==> config.mk <==
export PLATFORM = sky130hd
export DESIGN_NAME = remote_key_event
export DESIGN_NICKNAME = d
export VERILOG_FILES = /design/src/rtl/remote_key_event_pkg.sv /design/src/rtl/remote_key_event_ms_tick_gen.sv /design/src/rtl/remote_key_event.sv
export SDC_FILE = /design/constraint.sdc
export NUM_CORES = 1
export LEC_CHECK = 0
export BUFFER_PORTS_ARGS = -buffer_cell sky130_fd_sc_hd__clkbuf_2
export CORE_ASPECT_RATIO = 1.1
export CORE_MARGIN = 2
export CORE_UTILIZATION = 25
export CTS_CLUSTER_SIZE = 16
export DETAILED_ROUTE_END_ITERATION = 6
export PLACE_DENSITY = 0.54
export SLEW_MARGIN = 5
export SYNTH_ARGS = -nofsm -noshare
export SYNTH_HDL_FRONTEND = slang
export SYNTH_SLANG_ARGS = --single-unit
==> constraint.sdc <==
create_clock -name sys_clk -period 1.8 [get_ports sys_clk]
set_input_delay 0.36 -clock sys_clk [delete_from_list [all_inputs] [get_ports sys_clk]]
set_output_delay 0.36 -clock sys_clk [all_outputs]
set_load 0.02 [all_outputs]
==> src/rtl/remote_key_event_pkg.sv <==
// Shared definitions for the IR key-event stage: FSM state encodings,
// NEC protocol timing and small arithmetic helpers.
package remote_key_event_pkg;

  // FSM state encodings (kept as plain constants for legacy tools)
  localparam logic [1:0] ST_IDLE  = 2'd0;
  localparam logic [1:0] ST_PRESS = 2'd1;
  localparam logic [1:0] ST_HOLD  = 2'd2;

  // Interval between NEC repeat codes while a key is kept down
  localparam int NEC_REPEAT_MS = 108;

  // 16-bit increment that sticks at the maximum instead of wrapping
  function automatic logic [15:0] sat_inc16(input logic [15:0] v);
    logic [15:0] r;
    if (v == 16'hFFFF) begin
      r = v;
    end else begin
      r = v + 16'd1;
    end
    return r;
  endfunction

endpackage

==> src/rtl/remote_key_event_ms_tick_gen.sv <==
// Millisecond time base: a prescaler counting 0..CLK_FREQ/1000-1 that emits
// a registered 1-cycle tick in the cycle the count sits at its last value.
// A synchronous clear restarts the count so timeouts measured from a clear
// are cycle-exact. CLK_FREQ/1000 must be at least 2.
module ms_tick_gen #(
  parameter int CLK_FREQ = 50_000_000
) (
  input  logic clk_i,
  input  logic rst_ni,
  input  logic clr_i,
  output logic tick_o
);

  localparam int DIV = CLK_FREQ / 1000;
  localparam int CW  = (DIV > 2) ? $clog2(DIV) : 1;
  localparam logic [CW-1:0] CNT_LAST = CW'(DIV - 1);
  localparam logic [CW-1:0] CNT_PRE  = CW'(DIV - 2);

  logic [CW-1:0] cnt_q, cnt_d;
  logic          tick_q, tick_d;

  // Next count and tick: tick is raised one cycle ahead so it lines up with the last count
  always_comb begin
    cnt_d  = cnt_q;
    tick_d = 1'b0;
    if (clr_i) begin
      cnt_d  = '0;
      tick_d = 1'b0;
    end else if (cnt_q == CNT_LAST) begin
      cnt_d  = '0;
      tick_d = 1'b0;
    end else begin
      cnt_d  = cnt_q + CW'(1);
      tick_d = (cnt_q == CNT_PRE);
    end
  end

  // Prescaler registers with synchronous active-low reset
  always_ff @(posedge clk_i) begin
    if (!rst_ni) begin
      cnt_q  <= '0;
      tick_q <= 1'b0;
    end else begin
      cnt_q  <= cnt_d;
      tick_q <= tick_d;
    end
  end

  assign tick_o = tick_q;

endmodule

==> src/rtl/remote_key_event.sv <==
// Key-event stage behind the NEC IR decoder. Converts raw data_en/repeat_en
// pulses into press / hold / release events, counts fresh presses and
// presents the key code to the 7-segment display.
// Release is detected by timeout because NEC sends no release frame.
// Optional feature macro: IR_AUTOREPEAT_EN (auto-repeat key_valid in HOLD).
module remote_key_event
  import remote_key_event_pkg::*;
#(
  parameter int CLK_FREQ   = 50_000_000,
  parameter int RELEASE_MS = 120,
  parameter int HOLD_MS    = 500,
  parameter int RPT_MS     = 200
) (
  input  logic        sys_clk,
  input  logic        sys_rst_n,
  input  logic        data_en,
  input  logic [7:0]  data,
  input  logic        repeat_en,
  output logic [7:0]  key_code,
  output logic        key_valid,
  output logic        key_rpt,
  output logic        key_held,
  output logic        key_release,
  output logic [15:0] press_cnt,
  output logic [19:0] disp_data
);

  // A timeout "reaches" its limit on the tick that moves the counter from limit-1 to limit
  localparam logic [15:0] REL_LAST  = 16'(RELEASE_MS - 1);
  localparam logic [15:0] HOLD_LAST = 16'(HOLD_MS - 1);
  localparam logic [15:0] RPT_LAST  = 16'(RPT_MS - 1);

  logic [1:0]  state_q, state_d;
  logic [7:0]  key_code_q, key_code_d;
  logic        key_valid_q, key_valid_d;
  logic        key_rpt_q, key_rpt_d;
  logic        key_held_q, key_held_d;
  logic        key_release_q, key_release_d;
  logic [15:0] press_cnt_q, press_cnt_d;
  logic [15:0] evt_ms_q, evt_ms_d;
  logic [15:0] press_ms_q, press_ms_d;

  logic        tick_s;
  logic        clr_s;
  logic        active_s;
  logic        rel_hit_s;
  logic        hold_hit_s;
  logic        rpt_hit_s;

  ms_tick_gen #(
    .CLK_FREQ (CLK_FREQ)
  ) u_tick (
    .clk_i  (sys_clk),
    .rst_ni (sys_rst_n),
    .clr_i  (clr_s),
    .tick_o (tick_s)
  );

  assign active_s   = (state_q != ST_IDLE);
  assign rel_hit_s  = active_s && tick_s && (evt_ms_q == REL_LAST);
  assign hold_hit_s = (state_q == ST_PRESS) && tick_s && (press_ms_q == HOLD_LAST);
  // The hold timer keeps an RPT_MS cadence in HOLD; it only drives outputs with auto-repeat
  assign rpt_hit_s  = (state_q == ST_HOLD) && tick_s && (press_ms_q == RPT_LAST);

  // FSM, timers and next output values, resolved in priority order
  always_comb begin
    state_d       = state_q;
    key_code_d    = key_code_q;
    press_cnt_d   = press_cnt_q;
    key_valid_d   = 1'b0;
    key_rpt_d     = 1'b0;
    key_release_d = 1'b0;
    clr_s         = 1'b0;
    evt_ms_d      = tick_s ? sat_inc16(evt_ms_q) : evt_ms_q;
    press_ms_d    = tick_s ? sat_inc16(press_ms_q) : press_ms_q;

    if (data_en) begin
      // Any decoded frame is a fresh press; an active key is released in the same cycle
      key_release_d = active_s;
      key_valid_d   = 1'b1;
      key_code_d    = data;
      press_cnt_d   = press_cnt_q + 16'd1;
      evt_ms_d      = 16'd0;
      press_ms_d    = 16'd0;
      clr_s         = 1'b1;
      state_d       = ST_PRESS;
    end else if (rel_hit_s) begin
      // No repeat arrived in time: the key was let go, code stays on display
      key_release_d = 1'b1;
      state_d       = ST_IDLE;
    end else if (hold_hit_s) begin
      state_d    = ST_HOLD;
      press_ms_d = 16'd0;
`ifdef IR_AUTOREPEAT_EN
      key_valid_d = 1'b1;
      key_rpt_d   = 1'b1;
`else
      key_rpt_d   = 1'b0;
`endif
    end else if (rpt_hit_s) begin
      press_ms_d = 16'd0;
`ifdef IR_AUTOREPEAT_EN
      key_valid_d = 1'b1;
      key_rpt_d   = 1'b1;
`else
      key_rpt_d   = 1'b0;
`endif
    end else if (repeat_en && active_s) begin
      // Repeat code keeps the key alive; orphan repeats in IDLE fall through
      evt_ms_d = 16'd0;
      clr_s    = 1'b1;
    end else begin
      state_d = state_q;
    end

    key_held_d = (state_d == ST_HOLD);
  end

  // State, timer and output registers with synchronous active-low reset
  always_ff @(posedge sys_clk) begin
    if (!sys_rst_n) begin
      state_q       <= ST_IDLE;
      key_code_q    <= 8'd0;
      key_valid_q   <= 1'b0;
      key_rpt_q     <= 1'b0;
      key_held_q    <= 1'b0;
      key_release_q <= 1'b0;
      press_cnt_q   <= 16'd0;
      evt_ms_q      <= 16'd0;
      press_ms_q    <= 16'd0;
    end else begin
      state_q       <= state_d;
      key_code_q    <= key_code_d;
      key_valid_q   <= key_valid_d;
      key_rpt_q     <= key_rpt_d;
      key_held_q    <= key_held_d;
      key_release_q <= key_release_d;
      press_cnt_q   <= press_cnt_d;
      evt_ms_q      <= evt_ms_d;
      press_ms_q    <= press_ms_d;
    end
  end

  assign key_code    = key_code_q;
  assign key_valid   = key_valid_q;
  assign key_rpt     = key_rpt_q;
  assign key_held    = key_held_q;
  assign key_release = key_release_q;
  assign press_cnt   = press_cnt_q;
  assign disp_data   = {12'd0, key_code_q};

endmodule
==> metrics.md <==
| Metric | Value |
|---|---|
| Syn. warnings | 0 |
| GRT Total Usage | 0.1119 |
| Die Y | 134.4 um |
| Vias | 3376 |
| Crit path DAT | 2170 ps |
| Critical Path End Type | register |
| Hold Path Origin | data[6] |
| Peak supply drop | 0.0005173 V |
| PwrDens | 750.6 mW/mm^2 |
| CP Buf/Inv Count | 3 |
| DRC | 0 |
| Gr busiest metal | met2 |
| Max-slew headroom | 0.5828 |
| TritonRoute pass-1 iters | 4 |
| Routability cong. | 0.8232 |
| Min-Delay Endpoint | key_code[6] |
| Synthesized area | 0.003864 sq mm |
| Antenna viol nets, final | 0 |
| Failing checks | setup timing |
| Reg2Reg Setup Slack | -110 ps |
| Setup WS post-layout | -109.5 ps |
| Most frequent cell after synthesis | dfxtp_1 |
| Vias per inst | 4.556 |
| Starting Density | 0.2557 |
| Std-Cell Rows | 47 |
| Mapped Avg Cell Area | 8.781 sq um |
| CTS sink cnt | 78 |
| Layout cells sized above 1 | 0.3248 |
| Final setup fails | 35 |
| Max incr delay on CP | 540 ps |
| Top delay family on crit path | simple AND/OR/NAND/NOR gates |
| DR iter-0 viols | 167 |
| Io pins | 60 |
| Fill count | 1520 |
| Cells after Synth | 440 |
| Worst reg-to-reg path cell count | 7 |
| Synth Flop Type | dfxtp_1 |
| Minimum clock period | 1909 ps |
| Distinct cells, synth | 47 |
| Pins Over Slew Limit | 0 |
| Dpl ws | -225.2 ps |
| FMAX | 523.7 MHz |
| Seq/Total Area, Yosys | 0.4041 |
| CTS Root Cell | clkbuf_16 |
| Clock Path Buffers | 2 |
| Met3 GRT Util | 0.02806 |
| Hold Crit Depth | 3 |
| Most used cell, CP | buf_12 |
| Clock skew | 8.197 ps |
| Leading area contributor after synthesis | dfxtp_1 |
| Min Hold Slack | 285.8 ps |
| RSZ-0062 raised after global routing | true |
| Antenna violations before repair | 0 |
| Placed cell count | 719 |
| Largest net degree at the start of global routing | 28 |
| Layout Cells excl Fill | 741 |
| Leakage | 0.001973 uW |
| Diode count | 0 |
| Slowest-stage cell, CP | or4_4 |
| Number of max-cap violations | 0 |
| Worst Path Required | 2070 ps |
| Least-Margin Pin Slew | 619.2 ps |
| CTS clk-pin slew, worst paths | 60 ps |
| Vias in the first global route | 3292 |
| Die area | 0.01647 sq mm |
| CTS tree | done |
| Share of the synthesized area in the top cell type | 0.4041 |
| Reg2Reg Launch Point | evt_ms_q[15] |
| Status | finished, violations left |
| Aggregate routed wire length | 8.981 mm |
| Worst-path fanout max | 8 |
| Average wire per standard cell | 12.12 um |
| Final period utilization | 1.061 |
| Worst-Skew Late Latency | 340 ps |
| H-tree lvl count | 3 |
| Layout Nets | 558 |
| Top post-synthesis cells by area | dfxtp_1 40%, nor2_1 5.1%, xnor2_1 5.0% |
| GRT met2 Usage | 0.1830 |
| M1 GR Usage | 0.1330 |
| Crit path depth | 7 |
| Critical path class | reg2reg |
| Reg-to-Reg End | u_tick.cnt_q[1] |
| Die extent in x | 122.5 um |
| Core ar. | 0.01511 sq mm |
| Area Growth Syn to Fin | 36.30% |
| CP Cell Sequence | or4_4 -> nor4_4 -> buf_4 -> o31ai_4 -> buf_12 -> buf_12 -> nor3_2 |
| Synthesized flop and latch total | 78 |
| Hold-fix buffers, CTS | 0 |
| Hold Path Class | in2reg |
| Async set or reset register ratio after synthesis | 0 |
| Gr ovfl total | 0 |
| Buffers added on ports | 46 |
| Num CTS Buffers | 9 |
| First-pass GRT wire length | 14.84 mm |
| EDFF count, synth | 0 |
| Final hold vios | 0 |
| Worst setup SP type | register |
| Commonest cells post-synth | 78 x dfxtp_1, 52 x nor2_1, 28 x nand2_1 |
| Hpwl dp | 6.269 mm |
-- cells in the final DEF, fill, tap and decap left out, types with 5 or more instances in the layout --
| cell type | netlist | final |
|---|---|---|
| and2_1 | 15 | 15 |
| xnor2_1 | 22 | 22 |
| nor3_1 | 17 | 12 |
| nand4_1 | 16 | 16 |
| dfxtp_1 | 78 | 75 |
| nand3_1 | 26 | 25 |
| mux2i_1 | 16 | 16 |
| and4_1 | 8 | 7 |
| nor2_2 | 0 | 10 |
| clkbuf_2 | 0 | 46 |
| nand2_1 | 28 | 28 |
| nor2b_1 | 15 | 15 |
| a21oi_1 | 8 | 5 |
| conb_1 | 1 | 13 |
| clkbuf_16 | 0 | 10 |
| and3_1 | 7 | 7 |
| buf_4 | 23 | 57 |
| o21ai_0 | 13 | 12 |
| xor2_1 | 17 | 17 |
| nor2_1 | 52 | 39 |
| nor3_2 | 10 | 11 |
| inv_1 | 9 | 9 |
| ha_1 | 6 | 6 |
-- cell type report --
cell class | instances | area, sq um | area share
clock inverter | 3 | 67.56 | 0.01283
multi-input combinational | 333 | 2326 | 0.4417
tap | 196 | 245.2 | 0.04657
timing repair buffer | 109 | 778.2 | 0.1478
clock buffer | 13 | 250.2 | 0.04752
inverter | 9 | 33.78 | 0.006415
sequential | 78 | 1565 | 0.2972
-- where the power goes --
| group | switching (uW) | total (uW) | internal [uW] |
|---|---|---|---|
| registers | 18.7 | 1770 | 1750 |
| clock network | 686 | 1940 | 1250 |
| logic | 147 | 247 | 99.3 |
| total | 852 | 3950 | 3100 |
-- state kept, by name, summed over array words and instances (netlist names) --
name,flops
key_release,1
evt_ms_q,16
key_valid,1
key_held,1
press_ms_q,16
u_tick.tick_o,1
key_code,8
state_q,2
u_tick.cnt_q,16
press_cnt,16
-- worst reg2reg max path: stages (launching register included) --
cell and delay [ps]:
dfxtp_2 320, or4_4 540, nor4_4 270, buf_4 170
o31ai_4 70, buf_12 180, buf_12 140, nor3_2 140
-- repair_timing --
item | in CTS | in global routing
resized for setup | 15 | 37
cloned | 2 | 0
endpoints found under the setup margin | 40 | 54
buffers inserted | 4 | 0
pin swaps | 25 | 8
-- per-layer routing --
layer | vias up | wire length [um]
li1 | 1717 | -
met1 | 1579 | 4093
met2 | 63 | 4310
met3 | 17 | 366
met4 | 0 | 211
met5 | - | 0
-- kinds of logic after synthesis --
kind of cell               after synthesis  share of synthesized area
xor gates and xnor gates                39                    0.08840
and+or+nand+nor                        220                     0.3174
muxes                                   16                    0.04145
buffers and inverters                   42                    0.06412
other                                    1                  0.0009706
AOI/OAI and AO/OA                       38                    0.06412
DFF                                     78                     0.4041
adders and majority gates                6                    0.01943
-- worst max path at each step --
stage / startpoint / end / slack [ps]
2_1_floorplan: evt_ms_q[3] / state_q[0] / 9
3_3_place_gp: press_ms_q[7] / u_tick.cnt_q[12] / -200
3_5_place_dp: press_ms_q[7] / evt_ms_q[0] / -230
4_1_cts: evt_ms_q[15] / u_tick.cnt_q[1] / -90
5_1_grt: evt_ms_q[15] / u_tick.cnt_q[1] / -180
6_report: evt_ms_q[15] / u_tick.cnt_q[1] / -110
-- per-stage QoR --
stage               TNS [ps]  utilization  instance area (sq um)  power (uW)
floorplan                  0            -                   3913        1967
global placement       -4526       0.3081                   4656        2017
detailed placement     -5572       0.3081                   4656        2022
CTS                    -1116       0.3388                   5120        4010
global route           -5077       0.3485                   5266        4109
finish                 -1396       0.3485                   5266        3953
Power figures use the tool's default switching activity.
